### src/rtl/uart_pkg.sv
// Shared types, constants and the parity helper for the UART transmit arbiter.
package uart_pkg;

  localparam int unsigned FRAME_BITS = 11;
  localparam int unsigned DATA_BITS  = 8;

  typedef enum logic [2:0] {
    UART_IDLE   = 3'd0,
    UART_START  = 3'd1,
    UART_DATA   = 3'd2,
    UART_PARITY = 3'd3,
    UART_STOP   = 3'd4
  } uart_state_e;

  // Even parity is the XOR of the data bits; odd parity inverts it.
  function automatic logic parity_bit(input logic [DATA_BITS-1:0] data, input logic odd);
    return (^data) ^ odd;
  endfunction

endpackage

### src/rtl/uart_rr_arbiter.sv
// Combinational requester arbiter: round-robin from a pointer, or a plain
// lowest-index priority encoder when UART_TX_ARB_FIXED_PRIO_EN is defined.
module uart_rr_arbiter #(
  parameter int unsigned NUM_REQ = 4
) (
  input  logic [NUM_REQ-1:0]         req_valid,
`ifndef UART_TX_ARB_FIXED_PRIO_EN
  input  logic [$clog2(NUM_REQ)-1:0] ptr,
`endif
  output logic [NUM_REQ-1:0]         grant,
  output logic [$clog2(NUM_REQ)-1:0] grant_idx,
  output logic                       any_valid
);

  localparam int unsigned IW = $clog2(NUM_REQ);

  logic          found;
  logic [IW-1:0] idx;

  assign any_valid = |req_valid;

  // First valid requester in search order wins; search starts after the pointer.
  always_comb begin
    grant     = '0;
    grant_idx = '0;
    found     = 1'b0;
    idx       = '0;
`ifdef UART_TX_ARB_FIXED_PRIO_EN
    for (int unsigned k = 0; k < NUM_REQ; k++) begin
      idx = IW'(k);
`else
    for (int unsigned k = 1; k <= NUM_REQ; k++) begin
      idx = IW'((32'(ptr) + k) % NUM_REQ);
`endif
      if (!found && req_valid[idx]) begin
        found      = 1'b1;
        grant[idx] = 1'b1;
        grant_idx  = idx;
      end
    end
  end

endmodule

### src/rtl/uart_tx_arbiter.sv
// Shares one UART tx line among NUM_REQ byte requesters, one byte per frame
// (start, 8 data bits LSB-first, parity, stop). Define UART_TX_ARB_FIXED_PRIO_EN
// for fixed lowest-index priority instead of round-robin.
module uart_tx_arbiter
  import uart_pkg::*;
#(
  parameter int unsigned NUM_REQ      = 4,
  parameter int unsigned CLKS_PER_BIT = 16,
  parameter int unsigned PARITY_ODD   = 0
) (
  input  logic                       clk,
  input  logic                       reset,
  input  logic [NUM_REQ-1:0]         req_valid,
  input  logic [8*NUM_REQ-1:0]       req_data,
  output logic [NUM_REQ-1:0]         req_ready,
  output logic                       tx_out,
  output logic                       busy,
  output logic [$clog2(NUM_REQ)-1:0] grant_id,
  output logic                       frame_done
);

  localparam int unsigned IW = $clog2(NUM_REQ);
  localparam int unsigned CW = $clog2(CLKS_PER_BIT);
  localparam logic [CW-1:0] CNT_LAST = CW'(CLKS_PER_BIT - 1);

  localparam logic [2:0] IDLE   = UART_IDLE;
  localparam logic [2:0] START  = UART_START;
  localparam logic [2:0] DATA   = UART_DATA;
  localparam logic [2:0] PARITY = UART_PARITY;
  localparam logic [2:0] STOP   = UART_STOP;

  logic [2:0]           state, state_d;
  logic [CW-1:0]        cnt, cnt_d;
  logic [2:0]           bit_idx, bit_d;
  logic [DATA_BITS-1:0] data_q, data_d, grant_data;
  logic                 par_q, par_d;
  logic                 tx_d, frame_done_d, accept;
  logic [NUM_REQ-1:0]   grant;
  logic [IW-1:0]        grant_idx;
  logic                 any_valid;

`ifndef UART_TX_ARB_FIXED_PRIO_EN
  logic [IW-1:0] ptr;
`endif

  uart_rr_arbiter #(.NUM_REQ(NUM_REQ)) u_arb (
    .req_valid (req_valid),
`ifndef UART_TX_ARB_FIXED_PRIO_EN
    .ptr       (ptr),
`endif
    .grant     (grant),
    .grant_idx (grant_idx),
    .any_valid (any_valid)
  );

  // Requests are only accepted while idle; the strobe is combinational.
  assign req_ready = (state == IDLE) ? grant : '0;

  // Byte of the current winner.
  always_comb begin
    grant_data = '0;
    for (int unsigned i = 0; i < NUM_REQ; i++) begin
      if (grant[i]) grant_data = req_data[8*i +: 8];
    end
  end

  // Frame sequencer next state plus next values of the registered outputs.
  always_comb begin
    state_d      = state;
    cnt_d        = cnt;
    bit_d        = bit_idx;
    data_d       = data_q;
    par_d        = par_q;
    accept       = 1'b0;
    tx_d         = 1'b1;
    frame_done_d = 1'b0;
    case (state)
      IDLE: begin
        if (any_valid) begin
          accept  = 1'b1;
          state_d = START;
          cnt_d   = '0;
          bit_d   = '0;
          data_d  = grant_data;
          par_d   = parity_bit(grant_data, PARITY_ODD != 0);
        end
      end
      default: begin
        if (cnt == CNT_LAST) begin
          cnt_d = '0;
          case (state)
            START:  state_d = DATA;
            DATA: begin
              if (bit_idx == 3'(DATA_BITS - 1)) state_d = PARITY;
              else                              bit_d   = bit_idx + 3'd1;
            end
            PARITY: state_d = STOP;
            default: state_d = IDLE;
          endcase
        end else begin
          cnt_d = cnt + CW'(1);
        end
      end
    endcase
    case (state_d)
      START:   tx_d = 1'b0;
      DATA:    tx_d = data_d[bit_d];
      PARITY:  tx_d = par_d;
      default: tx_d = 1'b1;
    endcase
    frame_done_d = (state_d == STOP) && (cnt_d == CNT_LAST);
  end

  // State, counters, latched byte and registered outputs.
  always_ff @(posedge clk) begin
    if (reset) begin
      state      <= IDLE;
      cnt        <= '0;
      bit_idx    <= '0;
      data_q     <= '0;
      par_q      <= 1'b0;
      tx_out     <= 1'b1;
      busy       <= 1'b0;
      grant_id   <= '0;
      frame_done <= 1'b0;
    end else begin
      state      <= state_d;
      cnt        <= cnt_d;
      bit_idx    <= bit_d;
      data_q     <= data_d;
      par_q      <= par_d;
      tx_out     <= tx_d;
      busy       <= (state_d != IDLE);
      frame_done <= frame_done_d;
      if (accept) grant_id <= grant_idx;
    end
  end

`ifndef UART_TX_ARB_FIXED_PRIO_EN
  // Round-robin pointer; reset value makes requester 0 win first.
  always_ff @(posedge clk) begin
    if (reset)       ptr <= IW'(NUM_REQ - 1);
    else if (accept) ptr <= grant_idx;
  end
`endif

endmodule

### config.mk
export PLATFORM = sky130hd
export DESIGN_NAME = uart_tx_arbiter
export DESIGN_NICKNAME = d
export VERILOG_FILES = /design/src/rtl/uart_pkg.sv /design/src/rtl/uart_rr_arbiter.sv /design/src/rtl/uart_tx_arbiter.sv
export SDC_FILE = /design/constraint.sdc
export NUM_CORES = 1
export LEC_CHECK = 0
export ABC_AREA = 0
export ABC_CLOCK_PERIOD_IN_PS = 4400
export CORE_UTILIZATION = 51
export DETAILED_ROUTE_END_ITERATION = 8
export HOLD_SLACK_MARGIN = 0.05
export PLACE_DENSITY = 0.84
export SLEW_MARGIN = 20
export SYNTH_ARGS = -nofsm -noshare
export SYNTH_HDL_FRONTEND = slang
export SYNTH_HIERARCHICAL = 1
export SYNTH_SLANG_ARGS = --single-unit
### constraint.sdc
create_clock -name clk -period 4.4 [get_ports clk]
set_input_delay 0.88 -clock clk [delete_from_list [all_inputs] [get_ports clk]]
set_output_delay 0.88 -clock clk [all_outputs]
set_load 0.05 [all_outputs]
==> impl_metrics.csv, run 1 <==
group,metric,value,unit
die,placementRows,23,
die,dieHeight,67.8,um
drt,via_per_inst,6.04,
cells_and_area,final_common_cell,"clkdlybuf4s50_1",
cells_and_area,antennaDiodeCount,0,
global_route,overflow,0,
global_route,grt_first_pass_wirelength,9.43,mm
pwr,leakagePower,1.09,nW
pwr,p_int,0.000648,W
sta,slew_violations,0,
cells_and_area,mostFrequentLayoutCells,"clkdlybuf4s50_1 (42), nor2_1 (30), dfxtp_1 (26), a21oi_1 (24), nand2_1 (24)",
placement,place_congestion,0.850,
clock_network,clk_pin_slew,0.08,ns
worst_setup_path,cp.arrival,3.32,ns
placement,dp_slack,0.0540,ns
yosys,synth_ff_type,"dfxtp_1",
clock_network,cts_tree,"done",
yosys,ys_seq_area_share,23.6,%
sta,worst_pin_slew,0.500,ns
sta,finalSetupTns,0,ns
clock_network,cts_root_buffer,"clkbuf_8",
die,die_area,0.00460,mm2
drt,routedWlPerCell,15.2,um
worst_setup_path,cp-start-kind,"input port",
cells_and_area,regArea,520,um2
yosys,yosys_warnings,6,
clock_network,cts.htree.levels,1,
yosys,async_flop_share,0,%
run,cap_violations,0,
yosys,synth-seq-cells,26,
pwr,p_sw,0.000446,W
placement,portBuffers,46,
clock_network,ctsHoldBuffers,0,
worst_setup_path,end_kind,"output port",
clock_network,cts.sinks,26,
clock_network,cts.path.max_buffers,2,
clock_network,cts_resized,0,
cells_and_area,drive_above_1_share,10.8,%
die,die_w,67.8,um
drt,via_count,2211,
drt,wl_met3,289,um
sta,timing.final.crit_share,95.4,%
sta,finalHoldViolations,0,
sta,worst_slack,0.201,ns
sta,finalSetupViolations,0,
yosys,synth-edff-count,0,
status,status,"completed",
sta,final.min_clock_period,4.20,ns
die,core_area,0.00409,mm2
clock_network,post_cts_buffers,0,
pwr,powerDensity,392,mW/mm2
yosys,synth_area,0.00221,mm2
drt,ant_nets,0,
drt,top_layer_used,"met4",
global_route,grt_usage,26.7,%
sta,fin_skew,0.00460,ns
worst_setup_path,crit_required,3.52,ns
global_route,grt_antenna_before_repair,0,
worst_setup_path,critPathMaxFanout,12,
drt,routed_wl,5.56,mm
drt,drcViolationCount,0,
cells_and_area,area_growth,26.3,%
die,pin_count,47,
pwr,netSwitchingFraction,40.8,%
sta,fmax,0.238,GHz
cells_and_area,nNetsFinal,365,
drt,dr.pass1.iters,4,
clock_network,clock_latency,0.27,ns
clock_network,cts_buffers,3,
worst_setup_path,criticalPathCategory,"in -> out",
drt,dr_wl_met2,2.77,mm
placement,dpl.hpwl,4.19,mm
worst_hold_path,hp-class,"reg -> reg",
yosys,syn_area_per_cell,8.03,um2
yosys,synth_cell_type_count,59,
pwr,p_comb_share,60.5,%
yosys,syn_nets,323,
yosys,syn_inst,275,
die,start_util,54.1,%
pwr,power.share.clock,13.8,%
pwr,p_seq_share,25.7,%
cells_and_area,multi_input_area,0.00153,mm2
sta,rsz0062_at_grt,"false",
global_route,grt_max_degree,27,
global_route,grt_pass1_vias,2194,
pwr,peakVddDrop,199,uV
sta,relSlewSlack,66.5,%
drt,drt_iter0_drc,135,
cells_and_area,fillers,356,
drt,m1WireLength,2.43,mm
==> final cells by class <==
| cell class | count | share of cell area [%] |
|---|---|---|
| clock buffers | 4 | 1.97 |
| inverters | 9 | 1.21 |
| multi-input cells | 219 | 54.8 |
| flip-flops and latches | 26 | 18.7 |
| well taps | 50 | 2.24 |
| repair buffers | 58 | 21.2 |
==> path summary, 6_finish.rpt <==
path / start / to / slack [ns] / cells past startpoint
hold / removal: grant_id[1] / grant_id[1] / 0.46 / 2
hold reg to reg: grant_id[1] / grant_id[1] / 0.46 / 2
setup / recovery: req_valid[0] / req_ready[2] / 0.20 / 7
setup reg to reg: ptr[1] / par_q / 0.61 / 13
==> critical path, cell delays in order <==
cell and delay [ns]:
clkdlybuf4s50_1 0.54, mux4_2 0.59, a211oi_4 0.30, a221o_1 0.46, buf_4 0.23, and2_1 0.17, buf_12 0.14
==> cells in the mapped netlist (all sizes together) (6+ instances only) <==
master,instances,share of area (%)
inv,8,1.4
mux2i,8,3.6
a211oi,6,2.6
and2,7,2.1
o21ai,12,2.7
ha,10,5.7
nand2,24,4.1
buf,11,4.1
nor2,30,5.1
nor2b,6,1.7
dfxtp,26,24
a221oi,6,2.9
nand3b,10,3.4
nor3,12,2.9
clkbuf,10,1.7
a221o,7,3.2
a21oi,24,5.4
==> state kept, by name (all words and copies together) (netlist names) <==
| signal | count |
|---|---|
| par_q | 1 |
| tx_out | 1 |
| ptr | 2 |
| data_q | 8 |
| state | 3 |
| busy | 1 |
| frame_done | 1 |
| bit_idx | 3 |
| cnt | 4 |
| grant_id | 2 |
==> metal layers <==
metal / global-route usage [%] / up-vias
met4: 9.38 / 0
li1: - / 1110
met1: 31.9 / 1036
met3: 5.00 / 8
met5: 0 / -
met2: 47.4 / 57
==> metrics by stage <==
| stage | util, % | std cells | power (W) | area (um2) | hold WS, ns |
|---|---|---|---|---|---|
| global route | 68.3 | 366 | 0.00117 | 2790 | 0.494 |
| floorplan | - | 275 | 0.000772 | 2210 | 0.457 |
| global placement | 66.9 | 362 | 0.000922 | 2740 | 0.448 |
| detailed placement | 66.9 | 362 | 0.000941 | 2740 | 0.460 |
| finish | 68.3 | 366 | 0.00109 | 2790 | 0.465 |
| CTS | 68.3 | 366 | 0.00109 | 2790 | 0.473 |
==> power groups by stage <==
stage	combinational (W)	clock (W)	sequential, W
CTS	0.000657	0.000155	0.000281
floorplan	0.000470	0	0.000302
global placement	0.000636	0	0.000286
finish	0.000662	0.000151	0.000282
detailed placement	0.000655	0	0.000286
global route	0.000719	0.000166	0.000286
==> logic make-up (layout without fill, tap and decap cells) <==
group | Yosys count | count (layout) | share of synthesized area, %
AO/OA/AOI/OAI | 82 | 82 | 29.2
flip-flops | 26 | 26 | 23.6
buffers and inverters | 30 | 71 | 7.30
multiplexers | 11 | 11 | 6.17
XOR/XNOR | 2 | 2 | 0.793
AND/OR/NAND/NOR | 114 | 114 | 27.4
adder cells (fa/ha/maj) | 10 | 10 | 5.66
No activity file was read; power rests on OpenSTA's default activity.
==> run 2: changes to the inputs <==
--- a/config.mk
+++ b/config.mk
@@ -7,10 +7,10 @@
 export LEC_CHECK = 0
 export ABC_AREA = 0
 export ABC_CLOCK_PERIOD_IN_PS = 4400
-export CORE_UTILIZATION = 51
+export CORE_UTILIZATION = 52
 export DETAILED_ROUTE_END_ITERATION = 8
 export HOLD_SLACK_MARGIN = 0.05
-export PLACE_DENSITY = 0.84
+export PLACE_DENSITY = 0.85
 export SLEW_MARGIN = 20
 export SYNTH_ARGS = -nofsm -noshare
 export SYNTH_HDL_FRONTEND = slang
==> impl_metrics.csv, run 2 (synthesis gave the netlist of run 1 again) <==
group,metric,value,unit
status,status,"completed",
placement,portBuffers,46,
drt,drt_iter0_drc,155,
pwr,peakVddDrop,168,uV
cells_and_area,top_regs,"data_q: 8 flops, cnt: 4 flops",
die,placementRows,23,
drt,drcViolationCount,0,
die,die_w,67.2,um
cells_and_area,stdcell_area,0.00278,mm2
sta,finalSetupViolations,0,
sta,timing.final.crit_share,94.4,%
clock_network,cts_tree,"done",
clock_network,cts.htree.levels,1,
cells_and_area,drive_above_1_share,10.5,%
placement,place_congestion,0.828,
pwr,p_int,0.000642,W
cells_and_area,area_growth,25.9,%
run,cap_violations,0,
sta,slew_violations,0,
pwr,netSwitchingFraction,40.5,%
clock_network,cts_root_buffer,"clkbuf_8",
drt,via_per_inst,6.04,
pwr,p_sw,0.000437,W
pwr,p_total,0.00108,W
cells_and_area,mostFrequentLayoutCells,"clkdlybuf4s50_1 (42), nor2_1 (30), dfxtp_1 (26), a21oi_1 (24), nand2_1 (24)",
die,start_util,54.8,%
worst_setup_path,cp-endpoint,"req_ready[3]",
pwr,powerDensity,388,mW/mm2
global_route,grt_antenna_before_repair,0,
global_route,overflow,0,
cells_and_area,antennaDiodeCount,0,
sta,fmax,0.241,GHz
sta,relSlewSlack,64.4,%
die,die_area,0.00451,mm2
cells_and_area,nNetsFinal,364,
worst_setup_path,crit_start,"req_valid[1]",
worst_hold_path,hp-class,"reg -> reg",
drt,routed_wl,5.33,mm
clock_network,clock_latency,0.27,ns
global_route,grt_first_pass_wirelength,9.06,mm
cells_and_area,final_common_cell,"clkdlybuf4s50_1",
sta,final.min_clock_period,4.15,ns
drt,via_count,2205,
worst_setup_path,r2r-end,"par_q",
pwr,power.share.clock,14.1,%
worst_setup_path,r2r_slack,0.72,ns
die,dieHeight,67.2,um
placement,dpl_cell_area,0.00273,mm2
pwr,p_seq_share,26.1,%
clock_network,clk_pin_slew,0.08,ns
clock_network,cts_buffers,3,
worst_setup_path,critPathMaxFanout,9,
placement,dpl.hpwl,4.09,mm
pwr,p_comb_share,59.8,%
worst_hold_path,hold_depth,2,
sta,fin_skew,0.00656,ns
die,pin_count,47,
worst_setup_path,cp.arrival,3.27,ns
cells_and_area,largest_register,"data_q",
sta,finalSetupTns,0,ns
clock_network,cts_resized,0,
clock_network,ctsHoldBuffers,0,
worst_setup_path,reg2reg_from,"ptr[1]",
clock_network,cts.path.max_buffers,2,
worst_setup_path,end_kind,"output port",
drt,dr.pass1.iters,4,
clock_network,cts.sinks,26,
worst_setup_path,rr_worst_depth,12,
drt,ant_nets,0,
worst_setup_path,cp-start-kind,"input port",
sta,rsz0062_at_grt,"false",
die,core_area,0.00403,mm2
cells_and_area,fillers,342,
sta,finalHoldViolations,0,
global_route,grt_max_degree,27,
clock_network,post_cts_buffers,0,
drt,routedWlPerCell,14.6,um
global_route,grt_usage,25.8,%
global_route,grt_pass1_vias,2066,
pwr,leakagePower,1.09,nW
worst_setup_path,criticalPathCategory,"in -> out",
worst_setup_path,crit_required,3.52,ns
cells_and_area,largest_reg_flops,8,
sta,worst_pin_slew,0.531,ns
run 2: cell count changes in the layout (fill, tap and decap cells not counted), sizes merged:
cell,previous run,this run
buf,16,15
run 2: stage by stage:
step,std cells,hold WS (ns),setup slack (ns),utilization (%)
after floorplan,275,0.457,0.388,-
after global placement,361,0.446,0.210,67.7
after detailed placement,361,0.448,0.129,67.7
after CTS,365,0.460,0.266,69.1
after global routing,365,0.486,0.138,69.1
final,365,0.457,0.248,69.1
run 2: area by class of cell:
class / count / area (um2) / share of cell area [%]
clock buffer: 4 / 55.1 / 1.98
inverter: 9 / 33.8 / 1.21
timing repair buffer: 57 / 583 / 21.0
sequential: 26 / 520 / 18.7
tap: 50 / 62.6 / 2.25
multi-input combinational: 219 / 1530 / 54.9
run 2: worst max-delay path, stage by stage:
cell	delay (ns)
clkdlybuf4s50_1	0.54
mux4_2	0.59
a211oi_4	0.29
a221o_1	0.36
clkinv_1	0.22
nor2_1	0.22
buf_12	0.16
run 2: layer usage:
| metal | global-route usage (%) | part of all wire [%] | vias up |
|---|---|---|---|
| li1 | - | - | 1101 |
| met5 | 0 | 0 | - |
| met3 | 3.89 | 2.9 | 4 |
| met2 | 48.8 | 51 | 50 |
| met1 | 30.6 | 45 | 1050 |
| met4 | 4.52 | 0.47 | 0 |
run 2: power by group through the flow:
stage / logic (W) / clock network, W / registers, W
global placement: 0.000627 / 0 / 0.000286
finish: 0.000645 / 0.000152 / 0.000282
floorplan: 0.000470 / 0 / 0.000302
CTS: 0.000643 / 0.000154 / 0.000282
global route: 0.000711 / 0.000162 / 0.000285
detailed placement: 0.000641 / 0 / 0.000287
run 2: how the worst min path moves through the flow:
stage,startpoint,endpoint,slack (ns)
after CTS,grant_id[1],grant_id[1],0.46
after floorplan,data_q[2],data_q[2],0.46
after global routing,grant_id[0],grant_id[0],0.49
final,grant_id[1],grant_id[1],0.46
after detailed placement,grant_id[1],grant_id[1],0.45
after global placement,grant_id[1],grant_id[1],0.45
